<file path="src/rtl/sixteenbit_mem_responder.sv">
// Memory-side responder for the 16-bit CPU bus: word RAM with byte-lane writes,
// registered read data, and a handshaked preload port that gates the CPU reset.
//
// state | meaning
// IDLE  | CPU held in reset, waiting for load_start or run
// LOAD  | accepting preload words into RAM, CPU held in reset
// RUN   | CPU released, RAM serves the CPU bus
module sixteenbit_mem_responder #(
  parameter int AW    = 8,
  parameter int OOB_W = 8
) (
  input  logic             clk,
  input  logic             reset,
  input  logic [15:0]      adr,
  input  logic [15:0]      memOut,
  input  logic             memwrite_a,
  input  logic             memwrite_b,
  output logic [15:0]      memdata,
  input  logic             load_start,
  input  logic             run,
  input  logic             load_valid,
  input  logic [15:0]      load_data,
  input  logic             load_last,
  output logic             load_ready,
  output logic             load_done,
  output logic             cpu_reset,
  output logic [OOB_W-1:0] oob_count
);

  typedef enum logic [1:0] {
    IDLE = 2'd0,
    LOAD = 2'd1,
    RUN  = 2'd2
  } state_t;

  state_t        state, state_nx;
  logic [AW-1:0] ptr, ptr_nx;
  logic          load_done_nx;

  logic [15:0]   mem [0:(1<<AW)-1];

  logic          in_range;
  logic          wr_any;
  logic          ram_we_lo, ram_we_hi;
  logic [AW-1:0] ram_addr;
  logic [15:0]   ram_wdata;
  logic          oob_hit;
  logic [15:0]   rd_nx;

  assign in_range = (adr[15:AW] == '0);
  assign wr_any   = memwrite_a | memwrite_b;

  // Single RAM write port shared between the preload path and the CPU path.
  always_comb begin
    state_nx     = state;
    ptr_nx       = ptr;
    load_done_nx = load_done;
    cpu_reset    = 1'b1;
    load_ready   = 1'b0;
    ram_we_lo    = 1'b0;
    ram_we_hi    = 1'b0;
    ram_addr     = ptr;
    ram_wdata    = load_data;
    oob_hit      = 1'b0;
    rd_nx        = 16'h0000;

    case (state)
      IDLE: begin
        if (load_start) begin
          state_nx = LOAD;
          ptr_nx   = '0;
        end else if (run) begin
          state_nx = RUN;
        end
      end

      LOAD: begin
        load_ready = 1'b1;
        if (load_valid) begin
          ram_we_lo = 1'b1;
          ram_we_hi = 1'b1;
          ptr_nx    = ptr + AW'(1);
          // The top word ends the load even without load_last; no wrap to 0.
          if (load_last || (ptr == '1)) begin
            state_nx     = RUN;
            load_done_nx = 1'b1;
          end
        end
      end

      RUN: begin
        cpu_reset = 1'b0;
        if (in_range) begin
          rd_nx     = mem[adr[AW-1:0]];
          ram_we_lo = memwrite_a;
          ram_we_hi = memwrite_b;
          ram_addr  = adr[AW-1:0];
          ram_wdata = memOut;
        end else begin
          oob_hit = wr_any;
        end
      end

      default: begin
        state_nx = IDLE;
      end
    endcase
  end

  always_ff @(posedge clk) begin
    if (reset) begin
      state     <= IDLE;
      ptr       <= '0;
      load_done <= 1'b0;
      memdata   <= 16'h0000;
      oob_count <= '0;
    end else begin
      state     <= state_nx;
      ptr       <= ptr_nx;
      load_done <= load_done_nx;
      memdata   <= rd_nx;
      if (oob_hit && (oob_count != '1)) begin
        oob_count <= oob_count + OOB_W'(1);
      end
    end
  end

  // RAM is never cleared; writes are suppressed while reset is asserted.
  always_ff @(posedge clk) begin
    if (!reset) begin
      if (ram_we_lo) mem[ram_addr][7:0]  <= ram_wdata[7:0];
      if (ram_we_hi) mem[ram_addr][15:8] <= ram_wdata[15:8];
    end
  end

endmodule

</file>
<file path="config.mk">
export PLATFORM = sky130hd
export DESIGN_NAME = sixteenbit_mem_responder
export DESIGN_NICKNAME = d
export VERILOG_FILES = /design/src/rtl/sixteenbit_mem_responder.sv
export SDC_FILE = /design/constraint.sdc
export NUM_CORES = 2
export LEC_CHECK = 0
export BUFFER_PORTS_ARGS = -buffer_cell sky130_fd_sc_hd__buf_2
export CAP_MARGIN = 30
export CORE_MARGIN = 2
export CORE_UTILIZATION = 40
export DETAILED_ROUTE_END_ITERATION = 10
export PLACE_DENSITY = 0.51
export RECOVER_POWER = 50
export SLEW_MARGIN = 20
export SYNTH_ARGS = -nofsm -noshare
export SYNTH_HDL_FRONTEND = slang
export SYNTH_SLANG_ARGS = --single-unit
</file>
<file path="constraint.sdc">
create_clock -name clk -period 9.85 [get_ports clk]
set_clock_uncertainty 0.2 [all_clocks]
set_input_delay 0.985 -clock clk [delete_from_list [all_inputs] [get_ports clk]]
set_output_delay 0.985 -clock clk [all_outputs]
set_load 0.01 [all_outputs]
</file>
Word level (Yosys, flattened, before mapping):

Memory sizes are Yosys's and may differ from the RTL's. A register that Yosys moved wholly into a read port is not among the register bits.
Index checks and enable logic that the tools add are counted.

* logic and storage cells: 54
* RAM bits: 4096
* memories: 1
* flip-flop bits (word level): 19

* equality and inequality tests: 8
* bitwise gates (word level): 3
* reduce and logical (&&, ||, !) cells: 9
* $add $sub $neg: 2
* multiplexer cells: 27

Memory list
* mem: depth 256, width 16, read ports 1, clocked after memory_dff 1, write ports 1, line 40 `logic [15:0] mem [0:(1<<AW)-1];`

Operators with widths (number)
* two-way mux 16 bit: 2
* two-way mux 8 bit: 4
* adder 8 x 1 -> 8 bit, second input constant: 2
* case mux 8 bit (2 select lines): 1
* two-way mux 1 bit: 13
* == test 8 bit, second input constant: 1
* zero test 8 bit: 1
* two-way mux 2 bit: 4
* inequality test 8 bit, second input constant: 1
* inequality test 2 bit, second input constant: 3
* case mux 2 bit (3 select lines): 1
* AND reduction 3 bit: 2
* case mux 1 bit (2 select lines): 2
* AND reduction 4 bit: 1
* inequality test 3 bit, second input constant: 1
* OR reduction 3 bit: 1
* == test 2 x 1 -> 1 bit, second input constant: 1
* == test 2 bit, second input constant: 1
* zero test 2 bit: 1
* inverter 1 bit: 2
* nonzero test 2 bit: 1
* logical AND 1 bit: 1
* logical OR 1 bit: 1
* OR 1 bit: 1

Logic depth before layout (Yosys ltp):

* depth after elaboration: 6
* gate-level depth with buffers: 13
* mapped depth without buffers: 9

Least setup slack after synthesis:

No wires, ideal clock.

* path type: in2reg
* start: input adr[13]
* end: memory mem[0][10] (data pin)
* data arrival time: 5.274 ns
* required time: 8.827 ns
* path slack: 3.554 ns
* setup time: 0.823 ns
* stages on the path: 7
* path through: nor4_2 -> and3_1 -> buf_2 -> buf_2 -> buf_1 -> nand2_1 -> nand2_1

* longest elaborated chain between the ends: 3

RTL lines
* from (decl): line 14 `input logic [15:0] adr,`
* zero test 8 bit: line 50 `assign in_range = (adr[15:AW] == '0);`
* two-way mux 16 bit: line 93 `if (in_range) begin`
* two-way mux 16 bit: line 67 `case (state)`
* via ram_wdata[10]: line 46 `logic [15:0] ram_wdata;`
* to (decl): line 40

The timed path passes the listed nets, and every way through them passes these cells.

Final worst setup path:

* start: register state[0]
* end: memory mem[86][7], enable pin

* longest elaborated chain between the ends: 5
* elaborated cells between the ends (all ways): 7
* classes of those cells: 2 x eq/ne; 5 x mux

RTL lines
* from (decl): line 36 `state_t state, state_nx;`
* from (signal assigned): line 118 `state <= state_nx;`
* == test 2 bit / == test 2 x 1 -> 1 bit (equally long branches): line 67
* case mux 1 bit (2 select lines): line 67
* two-way mux 1 bit: line 131 `if (ram_we_lo) mem[ram_addr][7:0] <= ram_wdata[7:0];`
* two-way mux 1 bit: line 130 `if (!reset) begin`
* two-way mux 1 bit (implied by the code): line 131

Several ways; a longest one is shown, not always the timed one.

==> key figures <==
Final layout
  • Layout Cells excl Fill: 14000
  • Most frequent cells in the layout: edfxtp_1 (4096), mux4_2 (708), nor2_1 (603)
  • Most common cell after layout, fill and taps aside: edfxtp_1
  • Fillers: 34300
  • P&R area growth vs syn: 12.0%
  • Layout cell share with drive strength beyond 1: 19.6%
  • Register area: 124000 µm²
  • Multi-input logic area: 34800 µm²
  • Fin nets: 8303

Routing
  • DRC: 0
  • Final ANT Viol Nets: 0
  • Final WL: 501 mm
  • Initial DRC count: 9861
  • WL/cell: 35.8 µm
  • Drt pass-1 iters: 6
  • Vias: 83700
  • Avg Vias per Cell: 5.97

Run status
  • Failing checks: max-capacitance violations, max-slew violations
  • Status: finished, violations left

Worst setup path
  • Slowest CP cell: clkbuf_1
  • Worst path max stage delay: 1.96 ns
  • CP endpoint kind: flip-flop
  • Startpoint types: flip-flop
  • Worst path cell trace: inv_1 -> ha_1 -> nand3_2 -> clkbuf_1 -> o21ai_0 -> clkbuf_1 -> nand2_2 -> clkbuf_1 -> nor2_1
  • Arrival time worst endpoint: 7.74 ns
  • Cell mode on critical path: clkbuf_1
  • Crit-path max FO: 41
  • Worst setup path class: reg2reg
  • Flop2flop setup slack: 2.40 ns
  • CP required: 10.14 ns
  • Worst path bufs/invs: 4
  • Crit-path leading delay family: buffers and inverters

Global route
  • Largest net degree at the start of global routing: 195
  • Global-route wire length before repair: 688 mm
  • Vias in the first global route: 83400
  • Grt total ovfl: 0
  • GRT Total Usage: 24.1%
  • Antenna violations before repair: 37

STA
  • Hold WS: 0.174 ns
  • Fin crit period: 7.45 ns
  • Slew Viols, Final: 1242
  • Rel. slew slack: -123%
  • Crit share post-route: 75.6%
  • Fmax: 0.134 GHz
  • RSZ-0062 raised after global routing: false
  • Final setup violation count: 0
  • Final Hold Fails: 0
  • Worst-Margin Slew: 3.34 ns
  • Setup TNS: 0 ns

Clock tree
  • CTS clock-pin slew for the worst setup and hold paths: 0.06 ns
  • Worst skew pair latency: 1.00 ns
  • Total CTS buffers: 424
  • Clk buf depth: 4
  • Root Driver: clkbuf_16
  • Hold-fix buffers, CTS: 0
  • H-tree depth: 5
  • CTS resizes: 0
  • Clock sinks: 4131
  • TritonCTS clock tree: done
  • Setup Buffers After CTS: 0

Run
  • Max Cap Viol: 28

Placement
  • Placer Congestion: 0.849
  • I/O Buffers: 82
  • Cell count after placement: 13200
  • Detailed Place HPWL: 308 mm

Floorplan
  • Starting density of the core: 40.2%
  • I/O Pins: 83
  • Chip width: 640 µm
  • Die Ht: 640 µm
  • Core box area: 403000 µm²
  • Full die area: 410000 µm²
  • # rows: 233

Synth
  • Cell variety after synth: 92
  • Syn Area/Cell: 20.3 µm²
  • Top_reg_cell synth: edfxtp_1
  • Syn Inst Count: 7987
  • #FFs+latches synth: 4131
  • Sequential area share after synthesis: 76.4%
  • Synth warnings: 0
  • Cell area after synthesis: 162000 µm²
  • Fraction of registers with async set/reset: 0%
  • Syn nets: 8048
  • Post-synth EDFFs: 4096

Pwr
  • Worst vdd ir: 0.195 mV
  • Power per cell area: 203 nW/µm²
  • Total Power: 36.9 mW
  • Lkg Pwr: 56.2 nW

Min path
  • Worst Hold Class: in2reg
state kept, by name, summed over array words and instances, names as in the netlist:
| signal | cells |
|---|---|
| memdata | 16 |
| mem | 4096 |
| state | 2 |
| oob_count | 8 |
| ptr | 8 |
| load_done | 1 |
final cells by class:
cell class | count | area share [%]
Timing Repair Buffer | 323 | 1.39
Sequential cell | 4131 | 68.2
Inverter | 11 | 0.0283
Antenna cell | 11 | 0.0152
Tap cell | 5405 | 3.73
Clock buffer | 542 | 6.21
Multi-Input combinational cell | 3351 | 19.2
Clock inverter | 247 | 1.25
cells in the mapped netlist, types with 17 or more instances:
cell type	instances	area (µm²)
nor4_1	47	294
buf_8	55	826
clkbuf_1	169	634
a211oi_1	53	398
nand2_1	200	751
a221oi_1	19	166
buf_1	17	63.8
nor3_1	120	601
nand4_1	25	156
clkbuf_8	36	495
a2111oi_0	23	201
buf_6	61	687
mux4_1	57	1500
o21ai_0	52	260
o221ai_1	161	1410
o22ai_1	165	1030
dfxtp_1	35	701
edfxtp_1	4096	123000
mux2i_1	551	5520
mux4_2	708	15900
buf_2	99	495
nor2_1	610	2290
a21oi_1	117	586
a22oi_1	120	901
nand3_1	91	455
buf_4	34	255
mux2_2	18	203
kinds of logic (layout without fill, tap and decap cells):
group	count (synthesis)	after routing	synth area share, %
flip-flops	4131	4131	76.4
multiplexers	1338	1338	14.3
AND/OR/NAND/NOR	1200	1200	3.32
AO/OA/AOI/OAI	795	795	3.51
buffers and inverters	505	1123	2.35
XOR/XNOR	13	13	0.0703
adder cells (fa/ha/maj)	5	5	0.0386
other	0	11	0
per-stage QoR:
step           area (µm²)  util, %  setup slack, ns
5_1_grt            181000     45.0             2.27
3_3_place_gp       168000     41.6             2.41
2_1_floorplan      162000        -             3.55
3_5_place_dp       168000     41.7             3.49
4_1_cts            182000     45.1             4.53
6_report           181000     45.0             2.40
path summary, 6_finish.rpt:
kind	startpoint	to	cells after the start
setup / recovery	state[0]	mem[86][7]	9
hold / removal	load_valid	load_done	3
setup reg to reg	state[0]	mem[86][7]	9
hold reg to reg	load_done	load_done	2
worst reg2reg max path, stage by stage, from the launching register on:
cell and delay [ns]:
dfxtp_1 0.34, inv_1 0.08, ha_1 0.30, nand3_2 0.09, clkbuf_1 1.71, o21ai_0 0.40, clkbuf_1 0.64, nand2_2 0.37
clkbuf_1 1.96, nor2_1 0.85
routing by layer:
metal | part of all wire [%] | GRT usage, % | vias up
met5 | 0.019 | 0 | -
met4 | 4.8 | 9.96 | 16
met3 | 7.3 | 4.12 | 919
met2 | 47 | 38.6 | 3614
met1 | 41 | 32.8 | 45300
li1 | - | - | 33800
power by group:
group          total, mW  switching [mW]  internal, mW
Sequential          19.3         0.00614          19.3
Clock               15.8            6.83          8.97
Combinational       1.74            1.23         0.517
Total               36.9            8.07          28.8
No activity file was read; power rests on OpenSTA's default activity.
